==> config.mk <==
export PLATFORM = sky130hd
export DESIGN_NAME = instr_fetch
export DESIGN_NICKNAME = d
export VERILOG_FILES = /design/src/rtl/instr_fetch.sv
export SDC_FILE = /design/constraint.sdc
export NUM_CORES = 1
export LEC_CHECK = 0
export BUFFER_PORTS_ARGS = -buffer_cell sky130_fd_sc_hd__buf_4
export CAP_MARGIN = 25
export CORE_MARGIN = 8
export CORE_UTILIZATION = 57
export CTS_CLUSTER_DIAMETER = 30
export DETAILED_ROUTE_END_ITERATION = 7
export PLACE_DENSITY = 0.93
export SETUP_SLACK_MARGIN = 0.15
export SLEW_MARGIN = 20
export SYNTH_ARGS = -nofsm -noshare
export SYNTH_HDL_FRONTEND = slang
export SYNTH_SLANG_ARGS = --single-unit
==> constraint.sdc <==
create_clock -name clk -period 4.4 [get_ports clk]
set_input_delay 0.22 -clock clk [delete_from_list [all_inputs] [get_ports clk]]
set_output_delay 0.22 -clock clk [all_outputs]
set_load 0.03 [all_outputs]
==> src/rtl/instr_fetch.sv <==
// -----------------------------------------------------------------------------
// instr_fetch
//
// Instruction fetch stage of the 8-bit processor. Holds the fetch address,
// issues one read at a time to instruction memory and queues the returned
// words in a small FIFO for decode. A redirect flushes the FIFO and any
// response that is still in flight is thrown away when it arrives.
//
// Ports
//   clk, rst        : clock; asynchronous active-high reset
//   pc_out          : current fetch address, to the program counter
//   pc_inc          : pc_out + 1 (mod 256), from the program counter
//   redirect        : branch/jump taken, with target redirect_addr
//   imem_req/addr   : read request and address (address always equals pc_out)
//   imem_ready      : memory accepts the request this cycle
//   imem_rvalid/rdata : read response
//   instr_valid/data/addr : FIFO head towards decode
//   instr_ready     : decode consumes the head this cycle
// -----------------------------------------------------------------------------
module instr_fetch #(
   parameter int unsigned INSTR_W    = 16,
   parameter logic [7:0]  RESET_ADDR = 8'h00,
   parameter int unsigned DEPTH      = 2
) (
   input  logic               clk,
   input  logic               rst,
   output logic [7:0]         pc_out,
   input  logic [7:0]         pc_inc,
   input  logic               redirect,
   input  logic [7:0]         redirect_addr,
   output logic               imem_req,
   output logic [7:0]         imem_addr,
   input  logic               imem_ready,
   input  logic               imem_rvalid,
   input  logic [INSTR_W-1:0] imem_rdata,
   output logic               instr_valid,
   output logic [INSTR_W-1:0] instr_data,
   output logic [7:0]         instr_addr,
   input  logic               instr_ready
);

   localparam int unsigned PTR_W = (DEPTH > 1) ? $clog2(DEPTH) : 1;
   localparam int unsigned CNT_W = $clog2(DEPTH + 1);
   localparam logic [CNT_W-1:0] DEPTH_C = CNT_W'(DEPTH);

   typedef enum logic [1:0] {
      S_FETCH = 2'd0,
      S_WAIT  = 2'd1,
      S_DROP  = 2'd2
   } state_t;

   state_t             state_q, state_d;
   logic [7:0]         fa_q, fa_d;
   logic [7:0]         req_addr_q, req_addr_d;
   logic [CNT_W-1:0]   count_q, count_d;
   logic [PTR_W-1:0]   wr_ptr_q, wr_ptr_d;
   logic [PTR_W-1:0]   rd_ptr_q, rd_ptr_d;
   logic [7:0]         ent_addr_q [DEPTH];
   logic [7:0]         ent_addr_d [DEPTH];
   logic [INSTR_W-1:0] ent_data_q [DEPTH];
   logic [INSTR_W-1:0] ent_data_d [DEPTH];
   logic [DEPTH-1:0]   ent_we;

   logic accept;
   logic push;
   logic pop;

   // Request only when the FIFO can absorb the response; this is what makes
   // an overflow path unnecessary. rst is folded in so no request is shown
   // while reset is held.
   assign imem_req  = (state_q == S_FETCH) && (count_q < DEPTH_C) && !redirect && !rst;
   assign imem_addr = fa_q;
   assign pc_out    = fa_q;

   assign accept = imem_req && imem_ready;
   // Responses land only in WAIT; in DROP, in FETCH (stray) or under a
   // redirect they are discarded.
   assign push   = (state_q == S_WAIT) && imem_rvalid && !redirect;
   // A redirect clears the buffer, so a same-cycle pop has no effect.
   assign pop    = instr_valid && instr_ready && !redirect;

   // Decode sees only registered FIFO state.
   assign instr_valid = (count_q != '0);
   assign instr_data  = ent_data_q[rd_ptr_q];
   assign instr_addr  = ent_addr_q[rd_ptr_q];

   for (genvar gi = 0; gi < DEPTH; gi++) begin : g_we
      assign ent_we[gi] = push && (wr_ptr_q == PTR_W'(gi));
   end

   always_comb begin
      state_d    = state_q;
      fa_d       = fa_q;
      req_addr_d = req_addr_q;
      count_d    = count_q;
      wr_ptr_d   = wr_ptr_q;
      rd_ptr_d   = rd_ptr_q;
      ent_addr_d = ent_addr_q;
      ent_data_d = ent_data_q;

      for (int i = 0; i < DEPTH; i++) begin
         if (ent_we[i]) begin
            ent_addr_d[i] = req_addr_q;
            ent_data_d[i] = imem_rdata;
         end
      end

      if (push) begin
         wr_ptr_d = wr_ptr_q + PTR_W'(1);
      end
      if (pop) begin
         rd_ptr_d = rd_ptr_q + PTR_W'(1);
      end

      case ({push, pop})
         2'b10:   count_d = count_q + CNT_W'(1);
         2'b01:   count_d = count_q - CNT_W'(1);
         default: count_d = count_q;
      endcase

      // The address of the accepted request travels with its data.
      if (accept) begin
         fa_d       = pc_inc;
         req_addr_d = fa_q;
      end

      case (state_q)
         S_FETCH: begin
            if (accept) begin
               state_d = S_WAIT;
            end
         end
         S_WAIT: begin
            if (imem_rvalid) begin
               state_d = S_FETCH;
            end else if (redirect) begin
               // Response still owed by memory; remember to discard it.
               state_d = S_DROP;
            end
         end
         S_DROP: begin
            if (imem_rvalid) begin
               state_d = S_FETCH;
            end
         end
         default: state_d = S_FETCH;
      endcase

      // Redirect overrides every other update of the address and the FIFO.
      if (redirect) begin
         fa_d     = redirect_addr;
         count_d  = '0;
         wr_ptr_d = '0;
         rd_ptr_d = '0;
      end
   end

   always_ff @(posedge clk or posedge rst) begin
      if (rst) begin
         state_q    <= S_FETCH;
         fa_q       <= RESET_ADDR;
         req_addr_q <= '0;
         count_q    <= '0;
         wr_ptr_q   <= '0;
         rd_ptr_q   <= '0;
         for (int i = 0; i < DEPTH; i++) begin
            ent_addr_q[i] <= '0;
            ent_data_q[i] <= '0;
         end
      end else begin
         state_q    <= state_d;
         fa_q       <= fa_d;
         req_addr_q <= req_addr_d;
         count_q    <= count_d;
         wr_ptr_q   <= wr_ptr_d;
         rd_ptr_q   <= rd_ptr_d;
         ent_addr_q <= ent_addr_d;
         ent_data_q <= ent_data_d;
      end
   end

endmodule
==> results.cfg <==
[drt]
drc_errors = 0
viasPerCell = 5.46
drt-wirelength-per-cell_um = 18.4
wl_mm = 6.89
drtAntennaViolNets = 0
drt_iter0_drc = 52
vias = 2042
firstDrtPassIters = 4

[global_route]
use_met1 = 0.205
grt_usage = 0.176
grt_overflow = 0
grt.busiest_layer = met2
met3_usage = 0.0848
use_met2 = 0.278
grt_first_pass_wirelength_mm = 11.6
antenna_found_initial = 0
grt_start_max_net_pins = 71
grt_pass1_vias = 2328

[layout]
postLayoutCellArea_um2 = 4060
fin_nets = 335
layout-drive-gt1-share = 0.639
fill_cells = 384
area_growth_pct = 25.6
final_util = 0.738
diodes = 0
final_cell_mix = 80 x mux2_2, 80 x buf_4, 70 x dfrtp_1

[worst_setup_path]
cp-end-kind = output pin
cp-start-kind = register
cp-startpoint = state_q[0]
crit_arrival_ns = 2.01
r2r_start = state_q[1]
path_class = reg2out
critical_path_required_ns = 4.18
cp_max_fo = 19
path_cells = nor4_4, and2_1, buf_4
critical-path-slowest-cell = nor4_4
slowest_delay_ns = 0.82

[sta]
fin_setup_tns_ns = 0
drv_slew = 0
max_freq_mhz = 449
min_period_ns = 2.23
rsz0062_at_grt = no
hold_viol_final = 0
setup_viol = 0
tightestPinTransition_ns = 0.911
finalCritPeriodShare = 0.506
relSlewSlack = 0.388
skew_ns = 0.00830

[floorplan]
initial_utilization = 0.587
fp.dieArea_um2 = 8340
rows = 27
io_pins = 80
dieWidth_um = 91.3
coreArea_um2 = 5510
die_h_um = 91.3

[clock_network]
clk_pin_slew_ns = 0.07
cts_buffers = 9
cts_root_buffer = clkbuf_8
clk_latency_ns = 0.34
cts_resized = 0
cts_setup_buffers = 0
cts_hold_buf = 0
htree_levels = 3
clk_path_buf_depth = 2
tritoncts = done
clock_sinks = 70

[synth]
async_flop_share = 1.00
yosysTopAreaCell = dfrtp_1
seq_area_frac_synth = 0.542
ys.flop_type = dfrtp_1
yosys_warnings = 0
syn-cell-area_um2 = 3230
synth_top_area_frac = 0.542
synth_cells = 224
synth_cell_types = 30
synthTopCellsByArea = dfrtp_1 54%, mux2_2 28%, a31o_2 2.2%
ys_ff_latch = 70
syn_area_per_cell_um2 = 14.4
synth_edf_count = 0
syn-num-nets = 262

[pwr]
ir_drop_v = 0.000320
power.leakage_nw = 1.96
powerDensity_nw_per_um2 = 520

[place]
place_area_um2 = 3820
dp.final_hpwl_mm = 4.82
port_buffers = 79
routabilityCongestion = 0.745

[min_path]
holdCritPathClass = in2reg
min-delay-start = imem_rvalid

[outcome]
status = completed

[job]
cap_violations = 0
==> worst max-delay path, delay by kind of cell, from the launching register on <==
kind,cells,cell delay [ns]
AND/OR/NAND/NOR,2,1.05
flip-flops,1,0.45
buffers and inverters,1,0.16
==> cell usage after synthesis (all sizes together) (2+ instances only) <==
master	number
a21boi	8
a31o	8
and2	2
buf	15
clkbuf	5
dfrtp	70
inv	2
mux2	82
nand2	3
nand3b	3
nor2	5
o22a	8
xor2	2
==> state kept, by name, summed over array words and instances (netlist names) <==
signal,cells
ent_data_q,32
ent_addr_q,16
imem_addr,8
req_addr_q,8
count_q,2
state_q,2
rd_ptr_q,1
wr_ptr_q,1
==> report_power, final <==
group / switching (mW) / internal, mW
Combinational: 0.341 / 0.302
Sequential: 0.0763 / 0.767
Clock: 0.234 / 0.391
Total: 0.651 / 1.46
==> routing by layer <==
layer	wire [um]	up-vias
li1	-	945
met1	2960	1021
met2	3350	70
met3	522	6
met4	57	0
met5	0	-
==> path summary, 6_finish.rpt <==
kind | end | slack, ns | depth (start not counted)
min in group asynchronous | imem_addr[1] | 0.14 | 3
max in group asynchronous | ent_data_q[18] | 3.69 | 3
max reg2reg | ent_addr_q[8] | 2.40 | 4
min | state_q[1] | 0.05 | 2
min reg2reg | ent_addr_q[15] | 0.50 | 1
max | imem_req | 2.17 | 3
==> layout make-up <==
type                       instances  area [um2]  area share
inverter                           2        7.51     0.00185
sequential                        70        1750       0.431
timing repair buffer              82         631       0.155
clock inverter                     6         109      0.0268
multi-input combinational        132        1340       0.329
tap                               72        90.1      0.0222
clock buffer                      10         138      0.0339
==> logic make-up (layout without fill, tap and decap cells) <==
| group | after synthesis | after routing | share of synthesized area |
|---|---|---|---|
| xor+xnor | 2 | 2 | 0.00542 |
| buf+inv | 22 | 100 | 0.0453 |
| simple gates | 19 | 19 | 0.0495 |
| flops | 70 | 70 | 0.542 |
| compound gates | 28 | 28 | 0.0696 |
| mux | 83 | 83 | 0.289 |
==> metrics by stage <==
step | cells | total power, mW | setup slack, ns | hold WS (ns)
5_1_grt | 374 | 2.22 | 1.97 | 0.0309
4_1_cts | 374 | 2.14 | 2.15 | 0.0373
3_5_place_dp | 358 | 1.50 | 2.41 | 0.409
6_report | 374 | 2.11 | 2.17 | 0.0477
2_1_floorplan | 224 | 1.27 | 2.41 | 0.286
3_3_place_gp | 356 | 1.48 | 2.20 | 0.400
(Power assumes the default switching activity.)
